--- src/rtl/stp_rx_pkg.sv ---
// Shared types and default constants for the serial receive sequencer.
// The PARITY state only exists when RX_PARITY_EN is defined.
package stp_rx_pkg;

  localparam int RX_CLKS_PER_BIT  = 10;
  localparam int RX_SAMPLE_OFFSET = 4;
  localparam int RX_DATA_BITS     = 8;

  typedef enum logic [2:0] {
    ST_IDLE,
    ST_START_CHK,
    ST_DATA,
`ifdef RX_PARITY_EN
    ST_PARITY,
`endif
    ST_STOP,
    ST_LOAD
  } rx_state_t;

endpackage

--- src/rtl/rx_bit_timer.sv ---
// Clearable wrapping bit timer: counts 0..CLKS_PER_BIT-1 and flags the
// mid-bit sample point and the last clock of each bit period.
module rx_bit_timer
  import stp_rx_pkg::*;
#(
  parameter int CLKS_PER_BIT  = RX_CLKS_PER_BIT,
  parameter int SAMPLE_OFFSET = RX_SAMPLE_OFFSET
) (
  input  logic clk,
  input  logic n_rst,
  input  logic clear_i,
  output logic sample_strobe_o,
  output logic bit_end_o
);

  localparam int TW = $clog2(CLKS_PER_BIT);
  localparam logic [TW-1:0] LAST_CNT = TW'(CLKS_PER_BIT - 1);
  localparam logic [TW-1:0] SAMP_CNT = TW'(SAMPLE_OFFSET);

  logic [TW-1:0] cnt_q, cnt_d;

  always_comb begin
    cnt_d = cnt_q + 1'b1;
    if (clear_i || cnt_q == LAST_CNT) begin
      cnt_d = '0;
    end
  end

  always_ff @(posedge clk or negedge n_rst) begin
    if (!n_rst) begin
      cnt_q <= '0;
    end else begin
      cnt_q <= cnt_d;
    end
  end

  assign sample_strobe_o = (cnt_q == SAMP_CNT);
  assign bit_end_o       = (cnt_q == LAST_CNT);

endmodule

--- src/rtl/stp_rx_ctrl.sv ---
// Receive sequencer for the serial-to-parallel shift register: start detect,
// mid-bit shift strobes, stop check, buffer handshake. Parity: RX_PARITY_EN.
module stp_rx_ctrl
  import stp_rx_pkg::*;
#(
  parameter int CLKS_PER_BIT  = RX_CLKS_PER_BIT,
  parameter int SAMPLE_OFFSET = RX_SAMPLE_OFFSET,
  parameter int DATA_BITS     = RX_DATA_BITS
`ifdef RX_PARITY_EN
  ,
  parameter bit PARITY_ODD    = 1'b0
`endif
) (
  input  logic clk,
  input  logic n_rst,
  input  logic serial_in,
  input  logic data_read,
  output logic shift_enable,
  output logic load_buffer,
  output logic data_ready,
  output logic framing_error,
  output logic overrun_error,
  output logic parity_error,
  output logic rx_busy
);

  localparam int BW = $clog2(DATA_BITS + 1);
  localparam logic [BW-1:0] LAST_BIT = BW'(DATA_BITS);

  rx_state_t     state_q, state_d;
  logic [BW-1:0] bit_cnt_q, bit_cnt_d;
  logic          prev_q;
  logic          armed_q;
  logic          framing_q, framing_d;
  logic          overrun_q, overrun_d;
  logic          ready_q, ready_d;
  logic          sample_strobe, bit_end;
  logic          start_edge;
`ifdef RX_PARITY_EN
  logic          par_acc_q, par_acc_d;
  logic          par_err_q, par_err_d;
`endif

  rx_bit_timer #(
    .CLKS_PER_BIT (CLKS_PER_BIT),
    .SAMPLE_OFFSET(SAMPLE_OFFSET)
  ) u_timer (
    .clk            (clk),
    .n_rst          (n_rst),
    .clear_i        (state_q == ST_IDLE || state_q == ST_LOAD),
    .sample_strobe_o(sample_strobe),
    .bit_end_o      (bit_end)
  );

  // armed_q blocks the first post-reset cycle so a line already low is not
  // mistaken for a start edge against the reset value of prev_q.
  assign start_edge = armed_q && prev_q && !serial_in;

  always_comb begin
    state_d      = state_q;
    bit_cnt_d    = bit_cnt_q;
    framing_d    = framing_q;
    overrun_d    = overrun_q;
    ready_d      = ready_q;
    shift_enable = 1'b0;
    load_buffer  = 1'b0;
`ifdef RX_PARITY_EN
    par_acc_d    = par_acc_q;
    par_err_d    = par_err_q;
`endif
    case (state_q)
      ST_IDLE: begin
        if (start_edge) begin
          framing_d = 1'b0;
`ifdef RX_PARITY_EN
          par_err_d = 1'b0;
`endif
          state_d   = ST_START_CHK;
        end
      end
      ST_START_CHK: begin
        if (sample_strobe && serial_in) begin
          state_d = ST_IDLE;
        end else if (bit_end) begin
          bit_cnt_d = '0;
`ifdef RX_PARITY_EN
          par_acc_d = 1'b0;
`endif
          state_d   = ST_DATA;
        end
      end
      ST_DATA: begin
        if (sample_strobe) begin
          shift_enable = 1'b1;
          bit_cnt_d    = bit_cnt_q + 1'b1;
`ifdef RX_PARITY_EN
          par_acc_d    = par_acc_q ^ serial_in;
`endif
        end
        if (bit_end && bit_cnt_q == LAST_BIT) begin
`ifdef RX_PARITY_EN
          state_d = ST_PARITY;
`else
          state_d = ST_STOP;
`endif
        end
      end
`ifdef RX_PARITY_EN
      ST_PARITY: begin
        if (sample_strobe) begin
          par_acc_d = par_acc_q ^ serial_in;
        end
        if (bit_end) begin
          state_d = ST_STOP;
        end
      end
`endif
      ST_STOP: begin
        if (sample_strobe) begin
          if (!serial_in) begin
            framing_d = 1'b1;
            state_d   = ST_IDLE;
`ifdef RX_PARITY_EN
          end else if (par_acc_q != PARITY_ODD) begin
            par_err_d = 1'b1;
            state_d   = ST_IDLE;
`endif
          end else begin
            state_d = ST_LOAD;
          end
        end
      end
      ST_LOAD: begin
        load_buffer = 1'b1;
        state_d     = ST_IDLE;
      end
      default: state_d = ST_IDLE;
    endcase

    // A load in the same cycle as a read leaves fresh data and no overrun.
    if (data_read) begin
      ready_d   = 1'b0;
      overrun_d = 1'b0;
    end
    if (state_q == ST_LOAD) begin
      ready_d = 1'b1;
      if (ready_q && !data_read) begin
        overrun_d = 1'b1;
      end
    end
  end

  always_ff @(posedge clk or negedge n_rst) begin
    if (!n_rst) begin
      state_q   <= ST_IDLE;
      bit_cnt_q <= '0;
      prev_q    <= 1'b1;
      armed_q   <= 1'b0;
      framing_q <= 1'b0;
      overrun_q <= 1'b0;
      ready_q   <= 1'b0;
`ifdef RX_PARITY_EN
      par_acc_q <= 1'b0;
      par_err_q <= 1'b0;
`endif
    end else begin
      state_q   <= state_d;
      bit_cnt_q <= bit_cnt_d;
      prev_q    <= serial_in;
      armed_q   <= 1'b1;
      framing_q <= framing_d;
      overrun_q <= overrun_d;
      ready_q   <= ready_d;
`ifdef RX_PARITY_EN
      par_acc_q <= par_acc_d;
      par_err_q <= par_err_d;
`endif
    end
  end

  assign data_ready    = ready_q;
  assign framing_error = framing_q;
  assign overrun_error = overrun_q;
  assign rx_busy       = (state_q != ST_IDLE);
`ifdef RX_PARITY_EN
  assign parity_error  = par_err_q;
`else
  assign parity_error  = 1'b0;
`endif

endmodule

--- config.mk ---
export PLATFORM = sky130hd
export DESIGN_NAME = stp_rx_ctrl
export DESIGN_NICKNAME = d
export VERILOG_FILES = /design/src/rtl/stp_rx_pkg.sv /design/src/rtl/rx_bit_timer.sv /design/src/rtl/stp_rx_ctrl.sv
export SDC_FILE = /design/constraint.sdc
export NUM_CORES = 1
export LEC_CHECK = 0
export CORE_MARGIN = 3
export CORE_UTILIZATION = 45
export DETAILED_ROUTE_END_ITERATION = 12
export HOLD_SLACK_MARGIN = 0.05
export PLACE_DENSITY_LB_ADDON = 0.25
export SLEW_MARGIN = 20
export SYNTH_ARGS = -nofsm -noshare
export SYNTH_HDL_FRONTEND = slang
export SYNTH_SLANG_ARGS = --single-unit
--- constraint.sdc ---
create_clock -name clk -period 1.8 [get_ports clk]
set_input_delay 0.18 -clock clk [delete_from_list [all_inputs] [get_ports clk]]
set_output_delay 0.18 -clock clk [all_outputs]
set_load 0.01 [all_outputs]
# == Word-level counts from Yosys, hierarchy flattened ==
# Index checks and enable logic that the tools add are counted.
# totals
word_cells,66
in_bits,4
output_inout_bits,7
ff_bits,16
# classes
reduce_logical,17
eq_ne,15
addsub,2
n_mux,24
# op_table
op,count
two-way mux 3 bit,6
two-way mux 4 bit,4
!= test 2 bit (second input constant),7
one-hot mux 3 bit (4 select lines),1
AND reduction 4 bit,3
two-way mux 1 bit,11
adder 4 x 1 -> 4 bit (second input constant),2
equality test 4 bit (second input constant),2
one-hot mux 4 bit (2 select lines),1
equality test 3 x 2 -> 1 bit (second input constant),2
nonzero test 2 bit,3
logical AND 1 bit,5
equality test 4 x 3 -> 1 bit (second input constant),1
equality test 3 x 1 -> 1 bit (second input constant),1
equality test 3 bit (second input constant),1
logical NOT 3 bit,1
!= test 3 bit (second input constant),1
nonzero test 3 bit,1
logical NOT 1 bit,2
logical OR 1 bit,2
one-hot mux 1 bit (2 select lines),1

# == Longest topological paths before layout ==
# logic_depth
depth_word,4
mapped_depth,7
ltp_nobuf,6

# == By module ==
# From an unflattened synthesis, not the netlist that was laid out.
# hier_totals
hier_cells,93
area_unflattened_um2,884.6
# modules_own_cells
mod,cells_each,area_per_inst_um2,instances,seq_area_each_um2
stp_rx_ctrl,72,658.1,1,301.5
rx_bit_timer,21,226.5,1,100.1

# == Worst setup path before layout ==
# Ideal clock, no wire load.
# synth_timing
path_type,reg-to-reg
from,reg u_timer.cnt_q[0]
to,reg bit_cnt_q[0]
stages_incl_launch_ff,8
arrival_time_ns,1.394
n_path_buf,1
path_slack_ns,0.281
t_required_ns,1.675
synth_period_minus_slack_ns,1.519
setup_ns,0.125
cell_sequence,dfrtp_1 inv_1 ha_1 and4bb_1 and3_4 buf_6 a31oi_4 mux2_4
# synth_via
elab_chain_len,4
word_cells_on_any_way,7
cone_classes,eq/ne: 5; reduce/logical: 2
# synth_rtl
element,line_no,rtl
from (decl),rx_bit_timer.sv:20,"logic [TW-1:0] cnt_q, cnt_d;"
from (signal assigned),rx_bit_timer.sv:33,cnt_q <= cnt_d;
equality test 4 x 3 -> 1 bit,rx_bit_timer.sv:37,assign sample_strobe_o = (cnt_q == SAMP_CNT);
logical AND 1 bit,stp_rx_ctrl.sv:82,if (sample_strobe && serial_in) begin
!= test 2 bit (no line),--,
AND reduction 4 bit (no line) (*),--,
to (signal assigned),stp_rx_ctrl.sv:168,bit_cnt_q <= bit_cnt_d;
to (decl),stp_rx_ctrl.sv:31,"logic [BW-1:0] bit_cnt_q, bit_cnt_d;"
# Mark *: on every way between the ends. The rest lies on a longest branch, timed or not.
# A chain may end at the register's enable or synchronous reset.

# == Final worst setup path ==
# layout_timing
from,reg u_timer.cnt_q[1]
to,out shift_enable
# layout_via
elab_chain_len,3
# layout_rtl
element,line_no,rtl
equality test 4 x 3 -> 1 bit,rx_bit_timer.sv:37,
two-way mux 1 bit,stp_rx_ctrl.sv:93,if (sample_strobe) begin
two-way mux 1 bit,stp_rx_ctrl.sv:71,case (state_q)
to (decl),stp_rx_ctrl.sv:18,"output logic shift_enable,"
# No other way between the ends.

==> results.ini <==
[run_status]
run_status=completed

[layout]
layout-drive-gt1-share=0.1667
num-nets-final=106
fillers=167
design_area_sq_mm=0.001006
syn_to_final_growth_pct=17.72
diodes=0

[floorplan]
initial_utilization=0.4844
core_sq_mm=0.001764
pin_count=11
die_y_um=49.58
dieArea_sq_mm=0.002458
fp.dieW_um=49.58
rows=15

[route]
via_per_inst=4.711
ant_nets=0
routedWlPerCell_um=10.57
drc=0
drt-pass1-iter-count=4
vias=570
wl_um=1279
drt_iter0_drc=2

[placed_design]
io_buffers=9
gp_congestion=0.7558
placed_cell_area_sq_um=957.2
dp_hpwl_um=984.6

[setup_path]
crit_arrival_ns=1.55
r2r_cells=7
required_ns=1.62
worstSetupEndpointType=primary output
critPathMaxFanout=2
critPathKind=reg2out
cp-start-kind=flop

[power]
leakagePower_nw=0.4981
irDropWorstVdd_mv=0.7416
power_density_mw_per_mm2=1107
total_power_mw=1.114

[global_route]
grt_usage=0.1168
grt_pass1_vias=547
antenna_found_initial=0
grt_max_degree=17
overflow=0
grt_first_pass_wirelength_um=2256

[timing]
finalSetupViolations=0
hold_viol=0
fmax_mhz=577.8
skew_ns=0.009065
timing.final.crit_share=0.9616
hold_slack_ns=0.2069
fin_tns_setup_ns=0
period_needed_ns=1.731
slew_violations=0

[synth]
avgSynthCellArea_sq_um=10.68
yosys_register_bits=16
yosysWarningCount=0
ys.flop_type=dfrtp_1
synth_seq_area_share=0.4700
synthArstFlopShare=1.000
syn_inst=80
synth_edf_count=0
synthesis.area_sq_um=854.6
netlist-cell-type-count=32
syn-num-nets=89

[clocking]
clk_pin_slew_ns=0.09
cts-root-buf=clkbuf_4
cts_buffer_depth=2
cts_made_buffers=3
cts_tree=yes
clk_latency_ns=0.28
ctsHtreeMaxLevel=1
cts.sinks=16

[worst_hold_path]
hold_class=in2async

[flow_run]
maxCapViolations=0

critical path, cell delays in order (launching register included):
cell,delay (ns)
dfrtp_1,0.38
inv_1,0.07
ha_1,0.16
and4bb_1,0.22
and3_4,0.19
dlygate4sd2_1,0.26
placed cells by master (no fill, tap or decap), types with 2 or more instances in the layout:
| master | instances |
|---|---|
| dfrtp_1 | 14 |
| nor2_1 | 11 |
| inv_1 | 9 |
| clkdlybuf4s50_1 | 7 |
| buf_4 | 7 |
| ha_1 | 5 |
| o21ai_0 | 4 |
| nand3_1 | 3 |
| clkbuf_4 | 3 |
| xnor2_1 | 2 |
| a21oi_1 | 2 |
| a22o_1 | 2 |
| a31oi_1 | 2 |
| nor2b_1 | 2 |
| conb_1 | 2 |
repair_timing:
action | CTS | global route
setup endpoints to repair | 3 | 3
gates resized for setup | 2 | 2
setup buffers | 1 | 1
hold buffers | 0 | 0
power by group:
group	total, mW	switching (mW)	internal (mW)
logic	0.409	0.199	0.210
registers	0.515	0.0725	0.442
clock network	0.189	0.103	0.0859
total	1.11	0.375	0.738
synthesized netlist by cell type, types with 2 or more instances:
master    n  share of area
conb_1    2         0.0088
a22o_1    2          0.021
nor2b_1   2          0.015
nor2_1   11          0.048
dfrtp_1  15           0.44
a31oi_1   2          0.015
o21ai_0   4          0.023
xnor2_1   2          0.021
nand3_1   3          0.018
ha_1      5          0.073
inv_1     9          0.040
a21oi_1   2          0.012
nor3_1    2          0.012
cell families after synthesis:
group                      count (synthesis)  share of synthesized area
AOI/OAI and AO/OA                         15                     0.1362
xor gates and xnor gates                   3                    0.03075
adders and majority gates                  5                    0.07321
buffers and inverters                     13                     0.1054
DFF                                       16                     0.4700
muxes                                      1                    0.01756
other                                      2                   0.008788
and+or+nand+nor                           25                     0.1581
through the flow:
step	instances	utilization	worst slack, ns
after floorplan	80	-	0.2808
after global placement	115	0.5426	0.1016
after detailed placement	115	0.5426	0.06936
after CTS	120	0.5617	0.01806
after global routing	121	0.5702	-0.001034
final	121	0.5702	0.06919
state kept, by name, indices dropped and copies added (netlist names):
name and cells:
state_q 3, u_timer.cnt_q 4, framing_error 1, data_ready 1, prev_q 1, overrun_error 1, bit_cnt_q 4, armed_q 1
per-layer routing:
metal	track usage	part of all wire	vias to the layer above
met3	0.04834	0.042	2
li1	-	-	295
met5	0	0	-
met2	0.1938	0.47	7
met1	0.1453	0.47	266
met4	0.01382	0.0078	0
layout make-up:
type	count	area, sq um	share of cell area
Sequential cell	16	402.9	0.4005
Tap cell	25	31.28	0.03109
Multi-Input combinational cell	51	367.9	0.3657
Inverter	9	33.78	0.03358
Clock buffer	4	26.28	0.02612
Timing Repair Buffer	16	143.9	0.1430
worst paths after layout:
kind	start	end	slack, ns
worst min register to register	state_q[2]	state_q[1]	0.46
max in group asynchronous	n_rst	prev_q	1.33
min in group clk	serial_in	prev_q	0.40
worst min-delay path	n_rst	bit_cnt_q[0]	0.21
worst max-delay path	u_timer.cnt_q[1]	shift_enable	0.07
worst max register to register	u_timer.cnt_q[1]	bit_cnt_q[0]	0.23
No activity file was read; power rests on OpenSTA's default activity.
